===== config.mk =====
export PLATFORM = sky130hd
export DESIGN_NAME = serial_byte_receiver
export DESIGN_NICKNAME = d
export VERILOG_FILES = /design/src/rtl/bravo_serial_pkg.sv /design/src/rtl/baud_tick_gen.sv /design/src/rtl/serial_byte_receiver.sv
export SDC_FILE = /design/constraint.sdc
export NUM_CORES = 1
export LEC_CHECK = 0
export CORE_AREA = 2 2 59 61
export DETAILED_ROUTE_END_ITERATION = 12
export DIE_AREA = 0 0 61 63
export PLACE_DENSITY = 0.81
export SYNTH_ARGS = -nofsm -noshare
export SYNTH_HDL_FRONTEND = slang
export SYNTH_HIERARCHICAL = 1
export SYNTH_SLANG_ARGS = --single-unit

===== constraint.sdc =====
create_clock -name clk -period 5.05 [get_ports clk]
set_input_delay 1.01 -clock clk [delete_from_list [all_inputs] [get_ports clk]]
set_output_delay 1.01 -clock clk [all_outputs]
set_load 0.01 [all_outputs]

===== src/rtl/bravo_serial_pkg.sv =====
// bravo_serial_pkg: shared serial line timing defaults, RX state encoding and baud divisor helper
package bravo_serial_pkg;
  localparam int CLK_HZ_DEF     = 50_000_000;
  localparam int BAUD_DEF       = 9600;
  localparam int OVERSAMPLE_DEF = 16;
  localparam logic [2:0] ST_IDLE      = 3'd0;
  localparam logic [2:0] ST_START     = 3'd1;
  localparam logic [2:0] ST_DATA      = 3'd2;
  localparam logic [2:0] ST_STOP      = 3'd3;
  localparam logic [2:0] ST_WAIT_IDLE = 3'd4;
  typedef enum logic [2:0] {
    RX_IDLE      = ST_IDLE,
    RX_START     = ST_START,
    RX_DATA      = ST_DATA,
    RX_STOP      = ST_STOP,
    RX_WAIT_IDLE = ST_WAIT_IDLE
  } rx_state_t;
  function automatic int calc_div(input int clk_hz, input int baud, input int os);
    return clk_hz / (baud * os);
  endfunction
endpackage


===== src/rtl/baud_tick_gen.sv =====
// baud_tick_gen: divider pulsing tick once every DIV clocks, realignable via sync_clr
module baud_tick_gen #(
  parameter int DIV = 325
) (
  input  logic clk,
  input  logic reset_n,
  input  logic sync_clr,
  output logic tick
);
  localparam int W = DIV > 1 ? $clog2(DIV) : 1;
  logic [W-1:0] r_cnt;
  logic         w_wrap;
  assign w_wrap = r_cnt == W'(DIV - 1);
  assign tick   = w_wrap;
  always_ff @(posedge clk or negedge reset_n)
    if (!reset_n) r_cnt <= '0;
    else          r_cnt <= (sync_clr || w_wrap) ? '0 : r_cnt + 1'b1;
endmodule


===== src/rtl/serial_byte_receiver.sv =====
// serial_byte_receiver: oversampling 8N1 receiver with false-start and framing-error rejection
module serial_byte_receiver
  import bravo_serial_pkg::*;
#(
  parameter int CLK_HZ     = CLK_HZ_DEF,
  parameter int BAUD       = BAUD_DEF,
  parameter int OVERSAMPLE = OVERSAMPLE_DEF
) (
  input  logic       clk,
  input  logic       reset_n,
  input  logic       rx,
  output logic [7:0] data_out,
  output logic       data_valid,
  output logic       frame_error,
  output logic       busy
);
  localparam int DIV = calc_div(CLK_HZ, BAUD, OVERSAMPLE);
  localparam int SW  = $clog2(OVERSAMPLE);
  localparam logic [SW-1:0] HALF_LAST = SW'(OVERSAMPLE / 2 - 1);
  localparam logic [SW-1:0] FULL_LAST = SW'(OVERSAMPLE - 1);
  rx_state_t     r_state, w_state_n;
  logic          r_rx_m, r_rx_s;
  logic          w_tick, w_start, w_last;
  logic [SW-1:0] r_smp, w_smp_n;
  logic [2:0]    r_bit, w_bit_n;
  logic [7:0]    r_sh, w_sh_n, w_data_n;
  logic          w_valid_n, w_ferr_n;
  assign w_start = (r_state == RX_IDLE) && !r_rx_s;
  assign busy    = r_state != RX_IDLE;
  baud_tick_gen #(.DIV(DIV)) u_tick (
    .clk      (clk),
    .reset_n  (reset_n),
    .sync_clr (w_start),
    .tick     (w_tick)
  );
  always_ff @(posedge clk or negedge reset_n)
    if (!reset_n) begin
      r_rx_m <= 1'b1;
      r_rx_s <= 1'b1;
    end else begin
      r_rx_m <= rx;
      r_rx_s <= r_rx_m;
    end
  // START waits half a bit to land mid start bit; later states wait a full bit
  always_comb begin
    w_state_n = r_state;
    w_smp_n   = r_smp;
    w_bit_n   = r_bit;
    w_sh_n    = r_sh;
    w_data_n  = data_out;
    w_valid_n = 1'b0;
    w_ferr_n  = 1'b0;
    w_last    = w_tick && (r_smp == ((r_state == RX_START) ? HALF_LAST : FULL_LAST));
    if (w_tick) w_smp_n = w_last ? '0 : r_smp + 1'b1;
    case (r_state)
      RX_IDLE: if (!r_rx_s) begin
        w_state_n = RX_START;
        w_smp_n   = '0;
      end
      RX_START: if (w_last) begin
        w_state_n = r_rx_s ? RX_IDLE : RX_DATA;
        w_bit_n   = '0;
      end
      RX_DATA: if (w_last) begin
        w_sh_n    = {r_rx_s, r_sh[7:1]};
        w_bit_n   = r_bit + 1'b1;
        w_state_n = (r_bit == 3'd7) ? RX_STOP : RX_DATA;
      end
      RX_STOP: if (w_last) begin
        w_state_n = r_rx_s ? RX_IDLE : RX_WAIT_IDLE;
        w_valid_n = r_rx_s;
        w_ferr_n  = !r_rx_s;
        w_data_n  = r_rx_s ? r_sh : data_out;
      end
      RX_WAIT_IDLE: if (r_rx_s) w_state_n = RX_IDLE;
      default: w_state_n = RX_IDLE;
    endcase
  end
  always_ff @(posedge clk or negedge reset_n)
    if (!reset_n) begin
      r_state     <= RX_IDLE;
      r_smp       <= '0;
      r_bit       <= '0;
      r_sh        <= '0;
      data_out    <= '0;
      data_valid  <= 1'b0;
      frame_error <= 1'b0;
    end else begin
      r_state     <= w_state_n;
      r_smp       <= w_smp_n;
      r_bit       <= w_bit_n;
      r_sh        <= w_sh_n;
      data_out    <= w_data_n;
      data_valid  <= w_valid_n;
      frame_error <= w_ferr_n;
    end
endmodule


# After elaboration in Yosys (flattened, before gate mapping)
# Index checks and enable logic that the tools add are counted.
[totals]
register_bits = 39
output_inout_bits = 11
[op_classes]
n_addsub = 3
eq_ne = 12
muxes = 22
reduce_logical = 11
[ops]
columns = ["cell", "n"]
rows = [
  ["2-to-1 mux 3 bit", 8],
  ["2-to-1 mux 4 bit", 5],
  ["one-hot mux 3 bit (5 select lines)", 1],
  ["!= test 2 bit, second input constant", 5],
  ["adder 9 x 1 -> 9 bit, second input constant", 1],
  ["equality test 9 bit, second input constant", 1],
  ["2-to-1 mux 9 bit", 1],
  ["equality test 3 x 2 -> 1 bit, second input constant", 2],
  ["equality test 3 bit, second input constant", 2],
  ["one-hot mux 3 bit (2 select lines)", 1],
  ["AND reduction 3 bit", 2],
  ["2-to-1 mux 1 bit", 5],
  ["AND reduction 5 bit", 1],
  ["adder 4 x 1 -> 4 bit, second input constant", 1],
  ["equality test 4 bit", 1],
  ["adder 3 x 1 -> 3 bit, second input constant", 1],
  ["equality test 3 x 1 -> 1 bit, second input constant", 1],
  ["zero test 3 bit", 1],
  ["nonzero test 3 bit", 1],
  ["logical AND 1 bit", 2],
  ["2-to-1 mux 2 bit", 1],
  ["AND reduction 2 bit", 1],
  ["nonzero test 2 bit", 1],
  ["zero test 1 bit", 1],
  ["logical OR 1 bit", 1],
]

# Depth between registers and ports, before layout
# Gate-level depths: netlist of the first run.
[depth]
depth_word = 8
mapped_depth = 9
ltp_nobuf = 7

# Cells and area by module
# The synthesis of the first run kept the hierarchy.
[modules_own_cells]
columns = ["module", "instances", "cells_each", "area_each_um2", "seq_area_each_um2"]
rows = [
  ["serial_byte_receiver", 1, 117, 1428.9, 753.2],
  ["baud_tick_gen", 1, 47, 473.0, 225.2],
]

# Worst setup path before layout of the first run
# OpenSTA, ideal clock, no wires.
[synth_path]
path_type = "reg-to-reg"
start = "register u_tick.r_cnt[0]"
end = "register data_out[0]"
setup_ps = 125
arrival_ps = 2073
required_ps = 4925
path_slack_ps = 2852
path_stages_with_launch = 10
path_buffers = 2
period_less_slack_ps = 2198
cell_sequence = "dfrtp_1 > inv_1 > ha_1 > nand2_1 > nor4_1 > buf_4 > nand4_1 > or4_1 > buf_6 > mux2_4"
[synth_via]
elab_chain_cells = 3
[synth_lines]
columns = ["item", "line_no", "rtl"]
rows = [
  ["start: declaration", "baud_tick_gen.sv:11", "logic [W-1:0] r_cnt;"],
  ["start signal: assignment", "baud_tick_gen.sv:17", "else r_cnt <= (sync_clr || w_wrap) ? '0 : r_cnt + 1'b1;"],
  ["equality test 9 bit", "baud_tick_gen.sv:13", "assign w_wrap = r_cnt == W'(DIV - 1);"],
  ["via w_tick", "serial_byte_receiver.sv:23", "logic w_tick, w_start, w_last;"],
  ["logical AND 1 bit", "serial_byte_receiver.sv:53", "w_last = w_tick && (r_smp == ((r_state == RX_START) ? HALF_LAST : FULL_LAST));"],
  ["AND reduction 3 bit (no line)", "--", ""],
  ["end signal: assignment", "serial_byte_receiver.sv:93", "data_out <= w_data_n;"],
  ["end: declaration", "serial_byte_receiver.sv:12", "output logic [7:0] data_out,"],
]
# The timed path passes the listed nets, and every way through them passes these cells.
# A chain may end at the register's enable or synchronous reset.

# Worst setup path in the final report of the first run
[layout_path]
start = "register u_tick.r_cnt[0]"
end = "register data_out[5]"
# Same word-level chain as after synthesis.

==> results of run 1 <==
-- layout make-up --
class                           count  area (um^2)
Fill cell                         260         1110
Sequential cell                    39          978
Multi-Input combinational cell    109          851
Timing Repair Buffer               13          125
Tap cell                           46         57.6
Clock buffer                        6         51.3
Clock inverter                      2         35.0
Inverter                            7         26.3
-- worst max-delay path, delay by kind of cell, from the launching register on --
family,cells,cell delay (ns)
multiplexers,1,0.40
buffers and inverters,1,0.08
AND/OR/NAND/NOR,4,2.54
adder cells (fa/ha/maj),1,0.14
flip-flops,1,0.42
-- kinds of logic (layout without fill, tap and decap cells) --
family	count (synthesis)	count (layout)
flip-flops	39	39
multiplexers	16	16
adder cells (fa/ha/maj)	5	5
AO/OA/AOI/OAI	27	27
XOR/XNOR	5	5
buffers and inverters	16	28
AND/OR/NAND/NOR	56	56
-- layout by cell type (no fill, tap or decap), drive strengths merged, types with 2 or more instances in the layout --
cell and n:
ha 5, o21ai 4, or4 4, nand2 11
o311ai 5, nand4 4, nand3 6, xnor2 2
clkbuf 6, inv 7, o211ai 5, dfrtp 37
nor2 10, xor2 3, mux2 16, or3 7
clkdlybuf4s50 12, or2 2, a31oi 2, a21oi 7
dfstp 2, nor4 3, nand2b 3
-- worst paths after layout --
kind	end	cells after the start	slack, ns	start
setup / recovery	data_out[5]	7	1.35	u_tick/r_cnt[0]
hold / removal	r_rx_s	0	0.36	r_rx_m
setup reg to reg	data_out[5]	7	1.35	u_tick/r_cnt[0]
hold reg to reg	r_rx_s	0	0.36	r_rx_m
max in group asynchronous	r_state[2]	1	3.78	reset_n
min in group asynchronous	u_tick/r_cnt[2]	1	0.76	reset_n
-- sequential cells by signal, summed over array words and instances, names as in the netlist --
register / flops
r_bit: 3
u_tick/r_cnt: 9
r_rx_s: 1
r_smp: 4
r_rx_m: 1
r_sh: 8
r_state: 3
frame_error: 1
data_valid: 1
data_out: 8
-- synth_stat cells, drive strengths merged --
cell / number
dfrtp: 37
mux2: 16
nand2: 11
nor2: 10
a21oi: 7
inv: 7
or3: 7
clkbuf: 6
nand3: 6
ha: 5
o211ai: 5
o311ai: 5
nand4: 4
o21ai: 4
or4: 4
buf: 3
nand2b: 3
nor4: 3
xor2: 3
a31oi: 2
dfstp: 2
or2: 2
xnor2: 2
a311o: 1
a311oi: 1
a32oi: 1
and3: 1
nand4bb: 1
nor2b: 1
nor3: 1
nor4bb: 1
o41ai: 1
or3b: 1
-- metal layers --
layer / vias up / GRT usage / wire, um
li1: 619 / - / -
met1: 614 / 0.251 / 1380
met2: 35 / 0.305 / 1610
met3: 6 / 0.0559 / 152
met4: 0 / 0.0571 / 51
met5: - / 0 / 0
-- power by group --
part | leakage (nW) | internal, mW | total (mW) | switching [mW]
Sequential | 0.523 | 0.314 | 0.314 | 0.000894
Combinational | 0.388 | 0.00135 | 0.00751 | 0.00617
Clock | 0.0482 | 0.117 | 0.211 | 0.0939
Total | 0.959 | 0.432 | 0.533 | 0.101
-- per-stage QoR --
step,worst slack (ns),cell area (um^2),hold slack [ns],power [mW],instances
6_report,1.35,2120,0.364,0.533,222
3_5_place_dp,1.36,2040,0.348,0.328,214
3_3_place_gp,1.59,2040,0.346,0.328,214
5_1_grt,1.02,2120,0.367,0.557,222
4_1_cts,1.35,2120,0.363,0.539,222
2_1_floorplan,2.85,1900,0.345,0.321,164
==> impl.org, run 1 <==
** Clock tree
- Post-CTS resize count :: 0
- Clock tree from TritonCTS :: yes
- Clock latency on the worst-skew pair, taken at its later pin, is between 0.3 and 0.4 ns.
- The number of setup buffers added after CTS is 0.
- In this run the deepest clock path goes through 2 buffers.
- The tree built by TritonCTS fans out to 39 sinks.
- In this run, post-CTS hold repair placed 0 buffers.
- After clock tree synthesis, the clock-pin slew on the worst setup and hold paths is approximately 0.11 ns.
- TritonCTS Buffers :: 5
- The root buffer cell chosen for the clock tree is clkbuf_4.
- CTS H-tree depth :: 2

** Routing
- Wirelength per Cell :: 14.4 um
- DR iter-0 viols :: 58
- In the routed design, unresolved DRC markers number 0.
- After detailed routing, the total wire length is 3.19 mm.
- Once detail routing completed, the nets flagged for antenna violations numbered 0.
- Post-detailed-route via-to-cell ratio :: roughly 5.7
- Before antenna repair, the detailed router went through 4 iterations.
- For this block, the via count after detailed routing is 1274.

** Floorplan
- Count of pins on the block boundary :: 14
- The initial utilization of the core area, before any placement, comes to 0.588.
- Horizontal extent of the die :: 61 um
- The floorplan step defined a die boundary enclosing 3840 um^2.
- Core Box Area :: 3230 um^2
- The floorplan has 21 rows.
- The die is 63 um tall.

** STA
- Worst Tran Pin Value :: roughly 1.1 ns
- Final hold viol count :: 0
- # setup viols final :: 0
- Post-route minimum period :: between 3 and 4 ns
- Unrepaired setup endpoints after global routing :: false
- Worst Clk Skew :: 0.00369 ns
- Max-slew violations :: 0
- Final clock period utilization by the worst path :: 0.733
- Timing would allow up to 0.270 GHz.
- Worst slew margin relative to its limit :: 0.269
- Total negative setup slack :: 0 ns

** Logic synthesis
- Fraction of the mapped netlist area in simple logic gates :: 0.172
- By area, the combinational part of the netlist is dominated by simple AND/OR/NAND/NOR gates.
- The synthesized design spends more area on one cell type than any other, namely dfrtp_1.
- Number of distinct library cells after synthesis :: 39
- Flip-flop and latch count after synthesis :: 39
- Of the total synthesized cell area, the portion taken by XOR and XNOR cells is 0.0230.
- During synthesis, Yosys emitted a total of 6 warnings.
- Share of the yosys chip area belonging to registers :: 0.514
- Area fraction of the dominant cell type after synthesis :: 0.487
- Of the post-synthesis cell area, the part taken by muxes is 0.111.
- Total standard cell area after synthesis :: ~1900 um^2
- Synth Area in Adders :: 0.0329
- Post-synthesis compound-gate area fraction :: 0.109
- Counting every instance in the synthesized netlist gives 164.
- When the netlist entered floorplanning its net count stood at 172.
- Post-Synthesis Mean Instance Area :: 11.6 um^2
- Synth area leaders :: dfrtp_1 49%, mux2_4 6.3%, mux2_2 4.7%

** Pwr
- The worst-case IR drop observed on VDD is between 0.00015 and 0.0002 V.
- In this run the power density over the cells is ~250 nW/um^2.
- Static Leakage :: 0.959 nW

** Final layout
- Net count, final :: 183
- From synthesis to final layout, the design area changed by 11.7%.
- The repair_antennas step left the layout with diodes totalling 0.
- In the final layout, the share of cells above drive strength 1 is 0.193.
- Once layout is complete, the utilization of the core stands at 0.657.

** Worst setup path
- Crit path cell chain :: inv_1, ha_1, nand2_1, nor4_1, nand4_1, or4_1, mux2_4
- Worst-path fanout max :: 11
- STA classifies the critical path endpoint as a flip-flop.
- Crit-path max cell delay :: 0.93 ns
- Arrival time worst endpoint :: 3.93 ns
- The largest individual stage delay along the critical path comes from the cell or4_1.
- Critical Path Start Type :: flip-flop
- For the worst setup path, the data required time is 5.28 ns.
- Critical path class :: reg -> reg

** Worst hold path
- The min-delay analysis places its worst path in the category reg -> reg.

** Placement
- Count of input and output buffers :: 13
- At the end of routability-driven placement, the weighted congestion stood at 0.839.
- DP HPWL :: 2.33 mm

** Global route
- In the global route stage, overall resource usage came out at 0.192.
- Antenna violations before repair :: 0
- Entering global routing, the biggest net connects 40 pins.
- Grt total ovfl :: 0
- Vias in the first global route :: 1214
- The first global-routing pass estimated 5.46 mm of wire.

** Job
- Across the run, the number of max-cap violations was 0.

** Outcome
- Run status :: completed
(Power assumes the default switching activity.)
==> inputs of run 2 (changes only) <==
--- a/config.mk
+++ b/config.mk
@@ -5,10 +5,10 @@
 export SDC_FILE = /design/constraint.sdc
 export NUM_CORES = 1
 export LEC_CHECK = 0
-export CORE_AREA = 2 2 59 61
+export CORE_AREA = 2 2 64 66
 export DETAILED_ROUTE_END_ITERATION = 12
-export DIE_AREA = 0 0 61 63
-export PLACE_DENSITY = 0.81
+export DIE_AREA = 0 0 66 68
+export PLACE_DENSITY = 0.73
 export SYNTH_ARGS = -nofsm -noshare
 export SYNTH_HDL_FRONTEND = slang
 export SYNTH_HIERARCHICAL = 1
==> constraint.sdc (replaced) <==
create_clock -name clk -period 3.4 [get_ports clk]
set_input_delay 0.68 -clock clk [delete_from_list [all_inputs] [get_ports clk]]
set_output_delay 0.68 -clock clk [all_outputs]
set_load 0.01 [all_outputs]
==> impl.org, run 2 (synthesized netlist as in run 1, its figures left out) <==
** STA
- Worst Clk Skew :: 0.00498 ns (was 0.00369 ns)
- The max-slew violation total from the final report came to 0 (unchanged).
- The minimum hold slack came to 0.357 ns (was 0.364 ns).
- Final hold viol count :: 0 (unchanged)
- Total negative setup slack :: 0 ns (unchanged)
- Worst slew margin relative to its limit :: 0.454 (was 0.269)
- Unrepaired setup endpoints after global routing: false (unchanged).
- The final cycle utilization of the critical path came to 0.774 (was 0.733).
- Highest clock rate :: 0.380 GHz (was 0.270 GHz)
- Post-route minimum period :: 2.63 ns (was 3.70 ns)
- The transition time at the pin with the least slew margin came to 0.818 ns (was 1.09 ns).
- The count of endpoints failing setup in the final report came to 0 (unchanged).

** Clock tree
- Post-CTS resize count :: 0 (unchanged)
- The number of buffers inserted by hold repair at cts was 0 (unchanged).
- Clock insertion delay at the later pin of the skew report :: 0.29 ns (was 0.34 ns)
- Clock root cell :: clkbuf_8 (was clkbuf_4)
- TritonCTS Buffers :: 5 (unchanged)
- The clock sink total is 39 (unchanged).
- The CTS H-tree depth was 2 (unchanged).
- The worst-case clock buffer depth is 2 (unchanged).
- Clock tree from TritonCTS :: yes (unchanged)
- Clock Pin Slew Worst Setup and Hold Paths :: 0.07 ns (was 0.11 ns)
- The setup fix buffers added after clock tree synthesis is 0 (unchanged).

** Routing
- Wirelength per Cell :: 15.2 um (was 14.4 um)
- The via-per-instance ratio is 5.65 (was 5.74).
- Routed Antenna Nets :: 0 (unchanged)
- Total DRC errors in the routed layout :: 0 (unchanged)
- The number of iterations in the first detailed-routing pass was 4 (unchanged).
- The overall routed net length came to 3.47 mm (was 3.19 mm).
- DR iter-0 viols :: 76 (was 58)
- The via count of the routed design was 1288 (was 1274).

** Pwr
- The cell area power density was 363 nW/um^2 (was 251 nW/um^2).
- The part of the power in registers came to 0.599 (was 0.590).
- Psw :: 170 uW (was 101 uW)
- Gate power share :: 0.014 (about the same)
- Design Power :: 780 uW (was 533 uW)
- Total internal power :: 610 uW (was 432 uW)
- The reported leakage power was 0.961 nW (was 0.959 nW).
- Relative contribution of the clock network to total power :: 0.387 (was 0.396)
- Fraction of power spent switching nets :: 0.218 (was 0.189)
- The maximum VDD drop was 0.000222 V (was 0.000156 V).

** Worst setup path
- Slowest library cell on the worst path :: or4_1 (unchanged)
- Crit-path max cell delay :: 0.73 ns (was 0.93 ns)
- The startpoint of the worst setup timing path is u_tick/r_cnt[0] (unchanged).
- Worst-path fanout max :: 11 (unchanged)
- The startpoint of the worst-slack reg-to-reg timing path is u_tick/r_cnt[0] (unchanged).
- Arrival time worst endpoint :: 2.81 ns (was 3.93 ns)
- Cell mode on critical path :: buf_4
- The required arrival time at the worst endpoint was 3.58 ns (was 5.28 ns).
- The slack of the worst reg-to-reg path was 0.77 ns (was 1.35 ns).
- Crit path cell chain: inv_1, ha_1, nand2_1, nor4_1, buf_4, nand4_1, buf_4, or4_1, mux2_4 (was inv_1, ha_1, nand2_1, nor4_1, nand4_1, or4_1, mux2_4).
- Critical path class :: reg -> reg (unchanged)
- Critical Path Start Type :: flip-flop (unchanged)
- Critical path endpoint category :: flip-flop (unchanged)

** Final layout
- Diode insertion count for antenna repair :: 0 (unchanged)
- Top library cells by usage in the layout, fill and taps aside :: 37 x dfrtp_1, 12 x clkdlybuf4s50_1, 11 x nand2_1 (unchanged)
- Final Util :: 0.557 (was 0.657)
- Area added between synthesis and finish :: 12.9% (was 11.7%)
- Register containing the most flip-flops in the final layout :: u_tick/r_cnt (unchanged)
- The fraction of final layout cells sized beyond drive strength 1 is 0.202 (was 0.193).
- The number of flip-flops under the largest register name came to 9 (unchanged).
- Most common library cell in the layout ignoring fill and taps :: dfrtp_1 (unchanged)
- Registers with the most flip-flops :: u_tick/r_cnt: 9 flops, data_out: 8 flops, r_sh: 8 flops (unchanged)
- The number of nets in the final layout came to 185 (was 183).

** Global route
- Grt total ovfl :: 0 (unchanged)
- The first-pass GRT wire length was 5.85 mm (was 5.46 mm).
- GRT Total Usage :: 0.177 (was 0.192)
- The via count of the first global-routing pass was 1295 (was 1214).
- The pin count of the biggest net entering global routing was 40 (unchanged).
- The number of antenna violations at the first check in global routing was 0 (unchanged).

** Floorplan
- The cell row count was 23 (was 21).
- Floorplan die height :: 68 um (was 63 um)
- The die span in x is 66 um (was 61 um).
- Starting density of the core :: 0.493 (was 0.588)
- Core Box Area :: 3860 um^2 (was 3230 um^2)
- Die outline area :: 4490 um^2 (was 3840 um^2)
- Count of pins on the block boundary :: 14 (unchanged)

** Job
- The max-capacitance violation count is 0 (unchanged).

** Placement
- Count of input and output buffers :: 13 (unchanged)
- Final estimated routing congestion in global placement :: 0.793 (was 0.839)
- The placed wire-length estimate is 2.48 mm (was 2.33 mm).

** Outcome
- Run status: completed (unchanged).

** Worst hold path
- The class of the most critical hold timing path was reg -> reg (unchanged).
- The startpoint of the most critical hold path is r_rx_m (unchanged).
==> run 2: power by group through the flow <==
| stage | Combinational [mW] | Clock (mW) | Sequential [mW] |
|---|---|---|---|
| after floorplan | 0.00112 | 0 | 0.476 |
| after global placement | 0.0115 | 0 | 0.476 |
| after detailed placement | 0.0120 | 0 | 0.476 |
| after CTS | 0.0120 | 0.313 | 0.467 |
| after global routing | 0.0134 | 0.335 | 0.467 |
| final | 0.0111 | 0.302 | 0.467 |
==> run 2: final timing paths <==
| kind | end | cells after the start |
|---|---|---|
| max in group asynchronous | u_tick/r_cnt[2] | 1 |
| min in group asynchronous | u_tick/r_cnt[8] | 1 |
| worst max-delay path | data_out[1] | 9 |
| worst min-delay path | r_rx_s | 0 |
| worst max register to register | data_out[1] | 9 |
| worst min register to register | r_rx_s | 0 |
==> run 2: layer usage <==
layer,part of all wire,up-vias,GRT usage
met5,0,-,0
met4,0.022,0,0.0944
met3,0.025,9,0.0493
met2,0.53,15,0.303
met1,0.43,641,0.203
li1,-,623,-
==> run 2: cell type report <==
cell class                 count  area (um^2)
fill                         341         1710
sequential                    39          978
multi-input combinational    109          851
timing repair buffer          15          140
clock buffer                   5         68.8
tap                           50         62.6
inverter                       7         26.3
clock inverter                 3         20.0
==> run 2: through the flow <==
step	cells	cell area, um^2	worst slack (ns)
floorplan	164	1900	1.20
global placement	220	2060	0.797
detailed placement	220	2060	0.759
CTS	228	2150	0.745
global route	228	2150	0.565
finish	228	2150	0.767
==> run 2: worst max-delay path, delay by kind of cell (launching register included) <==
| family | cells | cell delay [ns] |
|---|---|---|
| fa+ha+maj | 1 | 0.13 |
| buf+inv | 3 | 0.45 |
| flops | 1 | 0.41 |
| mux | 1 | 0.39 |
| simple gates | 4 | 1.14 |
